==> src/rtl/imm_encoder_if.sv <==
// Handshake bundle for the immediate encoder: value request in, encoded result out.
// The master side is the requester/consumer; the slave side is the encoder.
interface imm_encoder_if #(
  parameter int CNT_W = 8
);
  logic             in_valid;
  logic             in_ready;
  logic [31:0]      value;
  logic             out_valid;
  logic             out_ready;
  logic [15:0]      imm;
  logic [1:0]       eop;
  logic             found;
  logic [CNT_W-1:0] miss_cnt;

  modport master (
    output in_valid, value, out_ready,
    input  in_ready, out_valid, imm, eop, found, miss_cnt
  );

  modport slave (
    input  in_valid, value, out_ready,
    output in_ready, out_valid, imm, eop, found, miss_cnt
  );
endinterface

==> src/rtl/imm_encoder.sv <==
// Finds the lowest extension op and 16-bit immediate that the immediate extender
// would expand back into a given 32-bit constant, trying one op per cycle.
//
// state | meaning
// IDLE  | ready for a new constant
// TRY   | testing extension op 'mode' against the latched constant
// DONE  | result held until the consumer takes it
module imm_encoder #(
  parameter int CNT_W = 8
) (
  input  logic        clk,
  input  logic        reset,
  imm_encoder_if.slave bus
);

  typedef enum logic [1:0] {
    IDLE = 2'd0,
    TRY  = 2'd1,
    DONE = 2'd2
  } state_t;

  state_t           state_q, state_d;
  logic [1:0]       mode_q, mode_d;
  logic [31:0]      val_q, val_d;
  logic [15:0]      imm_q, imm_d;
  logic [1:0]       eop_q, eop_d;
  logic             found_q, found_d;
  logic [CNT_W-1:0] miss_q, miss_d;

  logic             fit;
  logic [15:0]      cand;

  // Fit test and candidate immediate for the op currently being tried.
  always_comb begin
    fit  = 1'b0;
    cand = 16'h0000;
    case (mode_q)
      2'd0: begin
        fit  = (&val_q[31:15]) | ~(|val_q[31:15]);
        cand = val_q[15:0];
      end
      2'd1: begin
        fit  = ~(|val_q[31:16]);
        cand = val_q[15:0];
      end
      2'd2: begin
        fit  = ~(|val_q[15:0]);
        cand = val_q[31:16];
      end
      default: begin
        fit  = ~(|val_q[1:0]) & ((&val_q[31:17]) | ~(|val_q[31:17]));
        cand = val_q[17:2];
      end
    endcase
  end

  always_comb begin
    state_d = state_q;
    mode_d  = mode_q;
    val_d   = val_q;
    imm_d   = imm_q;
    eop_d   = eop_q;
    found_d = found_q;
    miss_d  = miss_q;
    case (state_q)
      IDLE: begin
        if (bus.in_valid) begin
          val_d   = bus.value;
          mode_d  = 2'd0;
          state_d = TRY;
        end
      end
      TRY: begin
        if (fit) begin
          imm_d   = cand;
          eop_d   = mode_q;
          found_d = 1'b1;
          state_d = DONE;
        end else if (mode_q != 2'd3) begin
          mode_d = mode_q + 2'd1;
        end else begin
          imm_d   = 16'h0000;
          eop_d   = 2'd0;
          found_d = 1'b0;
          if (miss_q != {CNT_W{1'b1}}) begin
            miss_d = miss_q + {{(CNT_W-1){1'b0}}, 1'b1};
          end
          state_d = DONE;
        end
      end
      DONE: begin
        if (bus.out_ready) begin
          state_d = IDLE;
        end
      end
      default: state_d = IDLE;
    endcase
  end

  always_ff @(posedge clk or negedge reset) begin
    if (!reset) begin
      state_q <= IDLE;
      mode_q  <= 2'd0;
      val_q   <= 32'h0000_0000;
      imm_q   <= 16'h0000;
      eop_q   <= 2'd0;
      found_q <= 1'b0;
      miss_q  <= {CNT_W{1'b0}};
    end else begin
      state_q <= state_d;
      mode_q  <= mode_d;
      val_q   <= val_d;
      imm_q   <= imm_d;
      eop_q   <= eop_d;
      found_q <= found_d;
      miss_q  <= miss_d;
    end
  end

  // Handshake outputs come straight from state, so no input-to-output path exists.
  assign bus.in_ready  = (state_q == IDLE);
  assign bus.out_valid = (state_q == DONE);
  assign bus.imm       = imm_q;
  assign bus.eop       = eop_q;
  assign bus.found     = found_q;
  assign bus.miss_cnt  = miss_q;

endmodule
==> src/flat_wrapper.sv <==
// flat-port wrapper written by rule: the top's interface ports become plain ports
module imm_encoder_flat 
#(
  parameter int CNT_W = 8
)
  (clk, reset, bus_in_valid, bus_value, bus_out_ready, bus_in_ready, bus_out_valid, bus_imm, bus_eop, bus_found, bus_miss_cnt);
  imm_encoder_if #(.CNT_W(CNT_W)) bus_i ();
  input  logic clk;
  input  logic reset;
  input wire logic [$bits(bus_i.in_valid)-1:0] bus_in_valid;
  input wire logic [$bits(bus_i.value)-1:0] bus_value;
  input wire logic [$bits(bus_i.out_ready)-1:0] bus_out_ready;
  output wire logic [$bits(bus_i.in_ready)-1:0] bus_in_ready;
  output wire logic [$bits(bus_i.out_valid)-1:0] bus_out_valid;
  output wire logic [$bits(bus_i.imm)-1:0] bus_imm;
  output wire logic [$bits(bus_i.eop)-1:0] bus_eop;
  output wire logic [$bits(bus_i.found)-1:0] bus_found;
  output wire logic [$bits(bus_i.miss_cnt)-1:0] bus_miss_cnt;
  assign bus_i.in_valid = bus_in_valid;
  assign bus_i.value = bus_value;
  assign bus_i.out_ready = bus_out_ready;
  assign bus_in_ready = bus_i.in_ready;
  assign bus_out_valid = bus_i.out_valid;
  assign bus_imm = bus_i.imm;
  assign bus_eop = bus_i.eop;
  assign bus_found = bus_i.found;
  assign bus_miss_cnt = bus_i.miss_cnt;
  imm_encoder #(.CNT_W(CNT_W)) u_core (.clk(clk), .reset(reset), .bus(bus_i));
endmodule
==> config.mk <==
export PLATFORM = sky130hd
export DESIGN_NAME = imm_encoder_flat
export DESIGN_NICKNAME = d
export VERILOG_FILES = /design/src/rtl/imm_encoder_if.sv /design/src/rtl/imm_encoder.sv /design/src/flat_wrapper.sv
export SDC_FILE = /design/constraint.sdc
export NUM_CORES = 1
export LEC_CHECK = 0
export ABC_AREA = 1
export CAP_MARGIN = 5
export CORE_UTILIZATION = 50
export DETAILED_ROUTE_END_ITERATION = 10
export GPL_TIMING_DRIVEN = 1
export PLACE_DENSITY = 0.78
export SLEW_MARGIN = 20
export SYNTH_ARGS = -nofsm -noshare
export SYNTH_HDL_FRONTEND = slang
export SYNTH_SLANG_ARGS = --single-unit
==> constraint.sdc <==
create_clock -name clk -period 2.15 [get_ports clk]
set_input_delay 0.215 -clock clk [delete_from_list [all_inputs] [get_ports clk]]
set_output_delay 0.215 -clock clk [all_outputs]
set_load 0.05 [all_outputs]
Word-level counts from Yosys, hierarchy flattened. Index checks and enable logic that the tools add are counted.

Add/sub/neg operators: 2. Equal/unequal tests: 12. Multiplexer cells: 17. Bitwise gates (word level): 10. Reductions and logical operators: 16.

Operators with widths (number): $mux 16 (2); $pmux 16 s2 (1); $reduce_or 16->1 (2); $mux 2 (9); $reduce_and 17->1 (1); $reduce_or 17->1 (1); $reduce_and 15->1 (1); $reduce_or 15->1 (1); $add 8x1->8 const B (1); $ne 2x2->1 const B (4); $ne 8x8->1 const B (1); $reduce_and 4->1 (2); $not 1->1 (7); $pmux 2 s3 (1); $eq 2x1->1 const B (2); $eq 2x2->1 const B (2); $logic_not 2->1 (2); $ne 2x1->1 const B (2); $pmux 2 s2 (1); $reduce_and 2->1 (2); $reduce_or 2->1 (2); $ne 3x2->1 const B (1); $pmux 1 s3 (1); $reduce_and 3->1 (1); 5 further kinds (7).

Bits in registers: 63. Word-level logic and storage cells: 64.

Depth between registers and ports, before layout. Gate-level depths: netlist of run 1.

Word-level depth: 7. Depth in mapped cells: 13. Depth with buffers taken out: 11.

Worst setup path before layout of run 1. Ideal clock, no wire load.

Path kind: reg2reg. Start point: register u_core.state_q[1]. End point: register u_core.val_q[24]. Library setup time: 0.125 ns. Arrival time: 2.014 ns. Data required time: 2.025 ns. Setup slack: 0.011 ns. Cell stages (with the launch flop): 5. Clock period less this slack: 2.139 ns. Cell sequence: dfrtp_1 nor2_1 nand2_1 buf_2 mux2_2.

Word-level cells in the longest chain between the ends: 2.

Ends and longest elaborated chain: from (decl) (RTL line imm_encoder.sv:22) `state_t state_q, state_d;`; from (signal assigned) (RTL line imm_encoder.sv:110) `state_q <= state_d;`; $logic_not 2->1; net bus_in_ready (RTL line flat_wrapper.sv:13) `output wire logic [$bits(bus_i.in_ready)-1:0] bus_in_ready;`; $reduce_and 2->1 (no source line); to (signal assigned) (RTL line imm_encoder.sv:112) `val_q <= val_d;`; to (decl) (RTL line imm_encoder.sv:24) `logic [31:0] val_q, val_d;`.

The timed path passes the listed nets, and every way through them passes these cells. A chain may end at the register's enable or synchronous reset.

Worst setup path after layout of run 1.
Start point: register u_core.state_q[1]. End point: output bus_in_ready.

Word-level cells in the longest chain between the ends: 1.

Ends and longest elaborated chain: $logic_not 2->1 (RTL line imm_encoder.sv:121) `assign bus.in_ready = (state_q == IDLE);`; to (decl) (RTL line flat_wrapper.sv:13).

Every way passes these cells.

==> run metrics, run 1 <==
status finished, violations left; failing checks DRC; die area 0.00689 sq mm; Worst Path Arrival 1.75 ns; Max VDD drop 0.957 mV; Comb power frac 49.9%; Sw Pwr 0.00305 W; final max-slew violation count 0; Clk network pwr share 17.6%; Resize count post-CTS 0; crit-path max FO 3; Post-Synthesis Cells 403; final worst setup slack 0.184 ns; gr usage total 25.2%; Seq pwr share 32.5%; Power per Cell Area 1550 mW/mm^2; leakage power figure 2.00 nW; DRC Markers 2; dpl cell area 0.00398 sq mm; fin cells 553; R2R Path Start u_core.mode_q[0]; largest net degree at the start of global routing 31; Fin. Hold Viols 0; syn_nets 444; ys flop type dfrtp_1; Clock Skew 0.0116 ns; die height 83.0 um; clk sinks 63; fin util 66.3%; Post-Place Setup Slack 0.349 ns; worst r2r path cells 10; Syn Area/Cell 8.14 sq um; Worst-Margin Slew 0.654 ns; Int Pwr 0.00348 W; ant diodes 0; crit path time final 1.97 ns; synthesis-to-finish area growth 28.4%; antenna viol nets, final 0; capture point of the worst reg-to-reg path u_core.state_q[1]; Final Instance Area 0.00421 sq mm; Root Driver clkbuf_8; Fillers 555; Initial DRC Count 229; area of the mapped netlist 0.00328 sq mm; maxcap violations 0; # rows 29; total gr overflow 0; crit path kind reg2out; IO Port Bufs 64; vias 2,918; vias in the first global route 2,814; antenna violations before repair 0; Starting Density 51.6%; fraction of layout cells with a size suffix above 1 10.9%; io pins 65; RSZ-0062 raised after global routing no; CTS H-tree depth 3; r2r setup slk 0.31 ns; CTS clk-pin slew, worst paths 0.07 ns; Core Region 0.00635 sq mm; later-pin clock latency in the skew report 0.35 ns; Synth cell types 25; Net Sw Frac 46.7%; Yosys Warn Count 0; Via density 5.28; chip width 83.0 um; Synth Register Bits 63; Slew HR 56.2%; Nets 512; startpoint types flip-flop; fin crit share 91.5%; Crit. End Element output pin; Seq/Total Area, Yosys 48.1%; Synth async-reset ratio 100%; Setup TNS 0 ns; cts bufs inserted 9; EDFF count, synth 0; CTS Buffer Depth 2; first-pass GRT wire length 13.4 mm; placed cells 536; WL per Instance 14.4 um; endpoints failing setup 0; FMAX 509 MHz; Pre-Repair DR Iteration Count 7; Post-Route WL 7.98 mm; CTS tree done; worst hold-check path type in2async; DP HPWL 5.92 mm; Required @ worst endpoint 1.93 ns; GP Congestion 0.928
==> sequential cells by signal, indices dropped and copies added (netlist names) <==
signal	count
u_core.bus.eop	2
u_core.bus.imm	16
u_core.mode_q	2
u_core.state_q	2
u_core.val_q	32
u_core.bus.miss_cnt	8
u_core.bus.found	1
==> cell usage in the layout (no fill, tap or decap), types with 2 or more instances in the layout <==
cell             instances
nand4_1                 23
bufinv_16                2
clkinvlp_4               2
clkbuf_8                 9
nand2_4                  3
ha_1                     5
nor2_4                   3
buf_4                   10
a21oi_1                 21
nand3_1                 12
clkdlybuf4s50_1         63
nor3_1                   2
nor2_1                  50
o21ai_0                 31
inv_1                   30
nand2_1                115
mux2_2                  13
nand2_2                  2
xnor2_1                  4
xor2_1                   3
nor2_2                   2
clkinv_4                 2
dfrtp_1                 63
==> layout make-up <==
cell class | count | area [sq um] | area share [%]
flip-flops and latches | 63 | 1580 | 37.4
multi-input cells | 292 | 1480 | 35.2
repair buffers | 75 | 721 | 17.1
clock buffers | 9 | 124 | 2.94
inverters | 30 | 113 | 2.67
clock inverters | 7 | 97.6 | 2.32
well taps | 77 | 96.3 | 2.29
==> worst max-delay path by stage <==
stage / startpoint / to / slack, ns
after detailed placement: u_core.mode_q[0] / u_core.state_q[1] / 0.35
after global routing: u_core.state_q[0] / bus_in_ready / 0.08
after global placement: u_core.mode_q[0] / u_core.state_q[1] / 0.49
final: u_core.state_q[1] / bus_in_ready / 0.18
after CTS: u_core.state_q[1] / bus_in_ready / 0.17
after floorplan: u_core.state_q[1] / u_core.val_q[24] / 0.01
==> synthesized netlist by cell type, types with 2 or more instances <==
library cell,instances,share of area [%]
nand3_1,12,1.8
dfrtp_1,63,48
xor2_1,3,0.80
a21oi_1,21,3.2
xnor2_1,4,1.1
inv_1,30,3.4
buf_2,9,1.4
nor2_1,50,5.7
nor2_4,3,1.0
ha_1,5,1.9
nand2_1,116,13
o21ai_0,31,4.7
buf_4,2,0.46
clkbuf_1,5,0.57
nor2_2,2,0.38
nor3_1,2,0.31
nand4_1,23,4.4
nand2_4,3,1.0
mux2_2,13,4.5
==> through the flow <==
stage | hold slack, ns | total power (W)
after global routing | 0.471 | 0.00699
after floorplan | -0.0806 | 0.00441
after detailed placement | 0.273 | 0.00537
after CTS | 0.427 | 0.00652
after global placement | 0.263 | 0.00527
final | 0.405 | 0.00653
==> worst max-delay path, cell delays in order (launching register included) <==
cell	delay (ns)
dfrtp_1	0.42
nor2_1	0.16
clkdlybuf4s50_1	0.82
==> logic make-up after synthesis <==
| kind of cell | after synthesis | synth area share, % |
|---|---|---|
| XOR/XNOR | 7 | 1.87 |
| flip-flops | 63 | 48.1 |
| AO/OA/AOI/OAI | 54 | 8.43 |
| multiplexers | 13 | 4.46 |
| buffers and inverters | 48 | 6.79 |
| AND/OR/NAND/NOR | 213 | 28.5 |
| adder cells (fa/ha/maj) | 5 | 1.91 |
==> power by group through the flow <==
stage	sequential, W	clock (W)	combinational (W)
2_1_floorplan	0.00266	0	0.00175
3_3_place_gp	0.00211	0	0.00316
3_5_place_dp	0.00212	0	0.00324
4_1_cts	0.00211	0.00116	0.00325
5_1_grt	0.00219	0.00121	0.00359
6_report	0.00212	0.00115	0.00326
==> routing by layer <==
layer	global-route usage, %	vias up	wire [um]
met5	0	-	0
met4	12.7	0	264
met3	4.97	20	435
met2	38.2	90	3640
met1	34.5	1361	3640
li1	-	1447	-
==> what timing repair did <==
item | in CTS | in global routing
hold endpoints to repair | 27 | 0
hold buffers | 1 | 0
setup buffers | 0 | 0
Note: power is estimated with default switching activity, not from simulation.
==> run 2, diff against run 1 <==
--- a/config.mk
+++ b/config.mk
@@ -8,6 +8,7 @@
 export ABC_AREA = 1
 export CAP_MARGIN = 5
 export CORE_UTILIZATION = 50
+export CTS_CLUSTER_SIZE = 28
 export DETAILED_ROUTE_END_ITERATION = 10
 export GPL_TIMING_DRIVEN = 1
 export PLACE_DENSITY = 0.78
==> results of run 2 <==
The final DEF is identical to that of run 1; final timing and power are the same.
==> run 3, diff against run 2 <==
--- a/config.mk
+++ b/config.mk
@@ -11,7 +11,7 @@
 export CTS_CLUSTER_SIZE = 28
 export DETAILED_ROUTE_END_ITERATION = 10
 export GPL_TIMING_DRIVEN = 1
-export PLACE_DENSITY = 0.78
+export PLACE_DENSITY = 0.86
 export SLEW_MARGIN = 20
 export SYNTH_ARGS = -nofsm -noshare
 export SYNTH_HDL_FRONTEND = slang
==> run metrics, run 3 (same netlist as run 1, synthesis figures left out) <==
status completed; CTS Buffer Depth 2 (unchanged); final max-slew violation count 0 (unchanged); Fin. Hold Viols 0 (unchanged); Crit. End Element output pin; most common cell after layout, fill and taps aside nand2_1; worst hold-check path type in2async; setup repair bufs after CTS 0 (unchanged); later-pin clock latency in the skew report 0.35 ns (about the same); crit path kind reg2out; Slew HR 57.2% (+0.99 points); Worst Path Arrival 1.73 ns (-0.02 ns); Max VDD drop 1.14 mV (+20%); RSZ-0062 raised after global routing no; Setup TNS 0 ns (unchanged); clk sinks 63 (unchanged); Post-Route WL 7.50 mm (-6.0%); fin crit share 90.5% (-0.94 points); CTS H-tree depth 3 (unchanged); chip width 83.0 um (unchanged); Required @ worst endpoint 1.93 ns (about the same); IO Port Bufs 64 (unchanged); max reg flops 32 (unchanged); Worst-Margin Slew 0.642 ns (-0.0125 ns); Resize count post-CTS 0 (unchanged); worst hold margin 0.424 ns (+0.0185 ns); ant diodes 0 (unchanged); placed cells 532 (-0.75%); CTS tree done; # rows 29 (unchanged); cts bufs inserted 9 (unchanged); Initial DRC Count 250 (+9.2%); startpoint types flip-flop; fin cells 549 (-0.72%); FMAX 514 MHz (+1.0%); io pins 65 (unchanged); largest net degree at the start of global routing 55 (+77%); vias in the first global route 2,729 (-3.0%); vias 2,917 (-0.034%); die height 83.0 um (unchanged); antenna violations before repair 0 (unchanged); Power per Cell Area 1540 mW/mm^2 (-0.74%); GP Congestion 1.01 (+9.1%); maxcap violations 0 (unchanged); crit-path max FO 3 (unchanged); die area 0.00689 sq mm (unchanged); fraction of layout cells with a size suffix above 1 9.32% (-1.6 points); Nets 508 (-0.78%); synthesis-to-finish area growth 27.7%; WL per Instance 13.7 um (-5.3%); Biggest register u_core.val_q; CTS clk-pin slew, worst paths 0.07 ns (about the same); DRC Markers 0 (-2); Pre-Repair DR Iteration Count 5 (-2); endpoints failing setup 0 (unchanged); total gr overflow 0 (unchanged); first-pass GRT wire length 13.1 mm (-2.3%); commonest cells after routing, fill and taps aside 116 x nand2_1, 63 x clkdlybuf4s50_1, 63 x dfrtp_1, 50 x nor2_1, 31 x o21ai_0; leakage power figure 1.99 nW (-0.47%); DP HPWL 5.44 mm (-8.1%); Clock Skew 0.0103 ns (-0.00130 ns); gr usage total 24.2% (-0.98 points); Core Region 0.00635 sq mm (unchanged); Starting Density 51.6% (unchanged); antenna viol nets, final 0 (unchanged); Root Driver clkbuf_8; crit path time final 1.95 ns (-0.0202 ns); Via density 5.31 (+0.69%)
[run 3: cell count changes in the layout (fill, tap and decap cells not counted)]
cell,delta
buf_4,-6
clkbuf_1,+3
buf_12,+2
clkinv_4,-2
clkinvlp_4,-2
clkinv_2,+1
nand2_1,+1
nand2_2,-1
[run 3: layout make-up]
class	count	area, sq um
well taps	77	96.3
multi-input cells	292	1480
inverters	30	113
flip-flops and latches	63	1580
repair buffers	71	716
clock buffers	12	135
fillers	527	2160
clock inverters	4	70.1
[run 3: critical path, stage by stage (launching register included)]
cell,delay [ns]
dfrtp_1,0.41
inv_1,0.08
nor2_1,0.09
clkdlybuf4s50_1,0.80
[run 3: per-stage QoR]
step | worst slack [ns] | area (sq um) | utilization [%] | total power (W)
2_1_floorplan | 0.0112 | 3280 | - | 0.00441
4_1_cts | 0.190 | 4190 | 65.9 | 0.00645
5_1_grt | 0.101 | 4190 | 65.9 | 0.00691
3_3_place_gp | 0.513 | 3970 | 62.5 | 0.00521
3_5_place_dp | 0.363 | 3970 | 62.5 | 0.00533
6_report | 0.204 | 4190 | 65.9 | 0.00644
[run 3: metal layers]
| layer | GRT usage, % | part of all wire [%] |
|---|---|---|
| met1 | 33.5 | 45 |
| met2 | 36.5 | 47 |
| met3 | 5.07 | 5.7 |
| met4 | 11.3 | 2.8 |
| met5 | 0 | 0 |
[run 3: where the power goes]
group	internal, W	total [W]	leakage [nW]	switching, W
Clock	0.000650	0.00109	0.104	0.000441
Sequential	0.00170	0.00212	0.759	0.000417
Combinational	0.00112	0.00324	1.13	0.00211
Total	0.00348	0.00644	1.99	0.00297
[run 3: final timing paths]
path                                    start                 end  slack (ns)  depth (start not counted)
setup / recovery            u_core.state_q[1]       bus_out_valid        0.20                          3
hold / removal                          reset   u_core.bus.imm[1]        0.42                          2
setup reg to reg             u_core.mode_q[0]   u_core.bus.imm[7]        0.29                         11
hold reg to reg            u_core.bus.imm[12]  u_core.bus.imm[12]        0.48                          2
max in group asynchronous               reset    u_core.val_q[24]        1.11                          3
min in group clk                 bus_value[6]     u_core.val_q[6]        0.44                          3
[run 3: timing repair]
item                                    4_1_cts  5_1_grt
endpoints found under the setup margin        0        0
hold endpoints to repair                     27        0
hold buffers                                  1        0
